==> src/rtl/bcd_serial_add_ctrl.sv <==
// Digit-serial packed-BCD adder controller.
// Adds two DIGITS-wide packed-BCD operands one decimal digit per clock,
// least-significant digit first, rippling the decimal carry between cycles.
// Valid/ready handshakes on both the operand and the result side.
// Also flags any operand digit above 9 (err).
module bcd_serial_add_ctrl #(
  parameter int DIGITS = 4
) (
  input  logic                  clk,
  input  logic                  rst_n,
  input  logic                  clr,
  input  logic                  in_valid,
  output logic                  in_ready,
  input  logic [4*DIGITS-1:0]   a,
  input  logic [4*DIGITS-1:0]   b,
  input  logic                  cin,
  output logic                  out_valid,
  input  logic                  out_ready,
  output logic [4*DIGITS-1:0]   sum,
  output logic                  cout,
  output logic                  err
);

  localparam int W     = 4 * DIGITS;
  localparam int IDX_W = (DIGITS > 1) ? $clog2(DIGITS) : 1;

  localparam logic [1:0] S_IDLE = 2'd0;
  localparam logic [1:0] S_ADD  = 2'd1;
  localparam logic [1:0] S_DONE = 2'd2;

  localparam logic [IDX_W-1:0] LAST_IDX = IDX_W'(DIGITS - 1);

  // One decimal digit add with correction.
  // Returns {carry, digit}; raw sums above 9 are corrected by +6.
  // Non-BCD inputs follow the same rule so the result stays defined.
  function automatic logic [4:0] bcd_digit_add(input logic [3:0] x,
                                                input logic [3:0] y,
                                                input logic       c);
    logic [4:0] raw;
    logic [4:0] adj;
    raw = {1'b0, x} + {1'b0, y} + {4'b0000, c};
    adj = raw + 5'd6;
    if (raw > 5'd9) return {1'b1, adj[3:0]};
    else            return {1'b0, raw[3:0]};
  endfunction

  // True when any 4-bit digit of the packed operand exceeds 9.
  function automatic logic any_non_bcd(input logic [W-1:0] v);
    logic bad;
    bad = 1'b0;
    for (int i = 0; i < DIGITS; i++) begin
      if (v[4*i +: 4] > 4'd9) bad = 1'b1;
    end
    return bad;
  endfunction

  logic [1:0]       state;
  logic [IDX_W-1:0] idx;
  logic             carry;
  logic [W-1:0]     a_r;
  logic [W-1:0]     b_r;
  logic [3:0]       a_dig;
  logic [3:0]       b_dig;
  logic [4:0]       add_res;
  logic             accept;

  assign in_ready  = (state == S_IDLE);
  assign out_valid = (state == S_DONE);

  // clr takes priority over a pending operand handshake.
  assign accept = in_valid && in_ready && !clr;

  // Select the operand digits addressed by the running index.
  always_comb begin
    a_dig = 4'd0;
    b_dig = 4'd0;
    for (int i = 0; i < DIGITS; i++) begin
      if (idx == IDX_W'(i)) begin
        a_dig = a_r[4*i +: 4];
        b_dig = b_r[4*i +: 4];
      end
    end
    add_res = bcd_digit_add(a_dig, b_dig, carry);
  end

  // Operand capture: sampled only at accept, ignored afterwards.
  always_ff @(posedge clk) begin
    if (accept) begin
      a_r <= a;
      b_r <= b;
    end
  end

  // Control FSM, digit index, carry chain and result registers.
  always_ff @(posedge clk or negedge rst_n) begin
    if (!rst_n) begin
      state <= S_IDLE;
      idx   <= '0;
      carry <= 1'b0;
      sum   <= '0;
      cout  <= 1'b0;
      err   <= 1'b0;
    end else if (clr) begin
      state <= S_IDLE;
      idx   <= '0;
    end else begin
      case (state)
        S_IDLE: begin
          if (accept) begin
            state <= S_ADD;
            idx   <= '0;
            carry <= cin;
            sum   <= '0;
            cout  <= 1'b0;
            err   <= any_non_bcd(a) | any_non_bcd(b);
          end
        end
        S_ADD: begin
          for (int i = 0; i < DIGITS; i++) begin
            if (idx == IDX_W'(i)) sum[4*i +: 4] <= add_res[3:0];
          end
          carry <= add_res[4];
          if (idx == LAST_IDX) begin
            // Index parks on the top digit rather than wrapping.
            state <= S_DONE;
            cout  <= add_res[4];
          end else begin
            idx <= idx + 1'b1;
          end
        end
        S_DONE: begin
          if (out_ready) state <= S_IDLE;
        end
        default: state <= S_IDLE;
      endcase
    end
  end

endmodule

==> config.mk <==
export PLATFORM = sky130hd
export DESIGN_NAME = bcd_serial_add_ctrl
export DESIGN_NICKNAME = d
export VERILOG_FILES = /design/src/rtl/bcd_serial_add_ctrl.sv
export SDC_FILE = /design/constraint.sdc
export NUM_CORES = 1
export LEC_CHECK = 0
export ABC_AREA = 0
export CORE_MARGIN = 2
export CORE_UTILIZATION = 55
export DETAILED_ROUTE_END_ITERATION = 8
export PLACE_DENSITY = 0.85
export SLEW_MARGIN = 20
export SYNTH_ARGS = -nofsm -noshare
export SYNTH_HDL_FRONTEND = slang
export SYNTH_SLANG_ARGS = --single-unit
==> constraint.sdc <==
create_clock -name clk -period 6.7 [get_ports clk]
set_input_delay 1.005 -clock clk [delete_from_list [all_inputs] [get_ports clk]]
set_output_delay 1.005 -clock clk [all_outputs]
set_load 0.02 [all_outputs]
==> impl_metrics.tcl <==
set metrics [dict create \
    status "complete, no violations" \
    worst_pin_slew_ps 786 \
    clk-insertion-delay-late_ps 300 \
    synth_edf_count 32 \
    cts_made_buffers 5 \
    io_buffers 57 \
    fin_crit_sh 0.544 \
    clk_pin_slew_ps 90 \
    min_path_cells 2 \
    grt_max_degree 36 \
    worstHoldStart "sum[0]" \
    hold_buffers 0 \
    drt-wirelength-per-cell_um 16.4 \
    drc 0 \
    slew_headroom 0.476 \
    synth_nets 294 \
    met1_usage 0.304 \
    cts_tree "built" \
    r2r_end "sum[2]" \
    start_kind "flop" \
    hpwlAfterDp_mm 4.51 \
    post_cts_buffers 0 \
    multi_input_area_um2 1180 \
    ff2ff_setup_slack_ps 3050 \
    synthFlopType "edfxtp_1" \
    reg2reg_from "idx[0]" \
    async_flop_share 0.418 \
    final_common_cell "clkdlybuf4s50_1" \
    grt_pass1_wl_mm 9.96 \
    cp-startpoint "idx[0]" \
    swShare 0.333 \
    first_iter_violations 165 \
    yosysSeqAreaShare 0.549 \
    drive_gt1_frac 0.0733 \
    die-area_um2 5680 \
    whs_endpoint "sum[0]" \
    antenna_left 0 \
    fillCellCount 382 \
    floorplan.initialDensity 0.581 \
    root_buffer "clkbuf_8" \
    final_cell_mix "56 x clkdlybuf4s50_1, 32 x edfxtp_1, 29 x nand2_1" \
    ff_latch_area_um2 1540 \
    vias_per_cell 5.92 \
    cap_violations 0 \
    post_cts_resized 0 \
    htreeDepth 2 \
    cts.sinks 55 \
    grt-busiest-layer "met2" \
    setup_viol 0 \
    peakVddDrop_mv 0.162 \
    switching_power_uw 312 \
    die_h_um 75.4 \
    p_total_uw 936 \
    nets 347 \
    synth_warnings 0 \
    finalHoldViolations 0 \
    fmax_mhz 274 \
    synth_area_um2 2800 \
    syn_to_final_growth_pct 24.3 \
    global_route.usage.met2 0.393 \
    cts_buffer_depth 2 \
    p_comb_frac 0.369 \
    grt_use_met3 0.0463 \
    synth_cell_types 48 \
    first_pass_iters 5 \
    critPathCaptureType "flop" \
    p_per_area_nw_per_um2 269 \
    rows 25 \
    rsz0062_at_grt "no" \
    slew_viol_final 0 \
    ys_ff_latch 55 \
    reg2reg_depth 12 \
    grtUsageTotal 0.237 \
    timing.final.crit_period_ps 3650 \
    tns_ps 0 \
    crit_type "reg -> reg" \
    hp-class "reg -> reg" \
    syn_inst 246 \
    die_w_um 75.4 \
    antenna_cells 0 \
    routed_wl_mm 6.02 \
    synth_area_per_cell_um2 11.4 \
    core-area_um2 4820 \
    path_max_fanout 18 \
    cp.arrival_ps 3860 \
    leakagePower_uw 0.00130 \
    grt_pass1_vias 2069 \
    gp_congestion 0.853 \
    p_seq_frac 0.447 \
    antenna_found_initial 0 \
    ios 58 \
    power.share.clock 0.184 \
    skew_ps 5.03 \
    vias 2173 \
    cp_data_required_time_ps 6910 \
    internal_power_uw 625 \
    gr-total-overflow 0 \
]
[synthesized netlist by cell type, types with 2 or more instances]
library cell   n  area [µm²]
edfxtp_1      32         961
nand2_1       29         109
dfrtp_1       23         576
nor2_1        13        48.8
nor2b_1       13        81.3
o21ai_0       13        65.1
a21oi_1       11        55.1
o31ai_1       11        82.6
a221oi_1       8        70.1
clkbuf_1       8        30.0
ha_1           8         100
nor3_1         7        35.0
inv_1          6        22.5
o2111ai_1      6        52.6
o211ai_1       5        37.5
a21o_1         4        30.0
buf_2          3        15.0
nand2b_1       3        18.8
nand3_1        3        15.0
o221ai_1       3        26.3
a21boi_0       2        15.0
a21oi_2        2        17.5
and2_1         2        12.5
fa_1           2        40.0
mux2_2         2        22.5
nand4_1        2        12.5
o221a_2        2        22.5
or2_2          2        12.5
or3_1          2        12.5
[state kept, by name, indices dropped and copies added, names as in the netlist]
| register | flops |
|---|---|
| a_r | 16 |
| b_r | 16 |
| carry | 1 |
| cout | 1 |
| err | 1 |
| idx | 2 |
| state | 2 |
| sum | 16 |
[stage by stage]
stage	cell area [µm²]	std cells	utilization	hold slack, ps	setup WS [ps]
after floorplan	2800	246	-	568	3290
after global placement	3410	359	0.707	462	3230
after detailed placement	3410	359	0.707	462	3070
after CTS	3490	367	0.724	484	3040
after global routing	3480	367	0.723	506	2630
final	3480	367	0.723	481	3050
[cell type report]
type | count | area share
flip-flops and latches | 55 | 0.441
repair buffers | 58 | 0.165
multi-input cells | 173 | 0.340
clock buffers | 8 | 0.0230
inverters | 6 | 0.00647
well taps | 67 | 0.0241
[routing by layer]
metal / vias up / wire (µm)
met3: 11 / 366
met1: 1022 / 2530
met4: 0 / 129
li1: 1047 / -
met2: 93 / 2980
met5: - / 0
[worst max-delay path, stage by stage, from the launching register on]
cell       delay [ps]
dfrtp_1           450
inv_1             110
ha_1              490
a221oi_1          100
nor3_1            170
a21oi_1            80
fa_1              480
fa_1              450
xor2_2            300
ha_1              310
o2111ai_1          90
o2111ai_1         230
o31ai_1           290
[logic make-up after synthesis]
| logic type | after synthesis | share of synthesized area |
|---|---|---|
| muxes | 3 | 0.0116 |
| xor gates and xnor gates | 1 | 0.00581 |
| AOI/OAI and AO/OA | 74 | 0.198 |
| buffers and inverters | 18 | 0.0281 |
| and+or+nand+nor | 85 | 0.158 |
| DFF | 55 | 0.549 |
| adders and majority gates | 10 | 0.0500 |
[how the worst max path moves through the flow]
| stage | cells past startpoint | end |
|---|---|---|
| 4_1_cts | 12 | sum[2] |
| 3_5_place_dp | 12 | sum[2] |
| 5_1_grt | 12 | sum[2] |
| 3_3_place_gp | 12 | sum[2] |
| 2_1_floorplan | 14 | sum[6] |
| 6_report | 12 | sum[2] |
[power by group through the flow]
stage               Clock [µW]  Sequential (µW)  Combinational (µW)
floorplan                    0              458                 182
CTS                        176              419                 343
global route               190              422                 380
detailed placement           0              426                 341
global placement             0              425                 334
finish                     173              418                 345
Note: power is estimated with default switching activity, not from simulation.
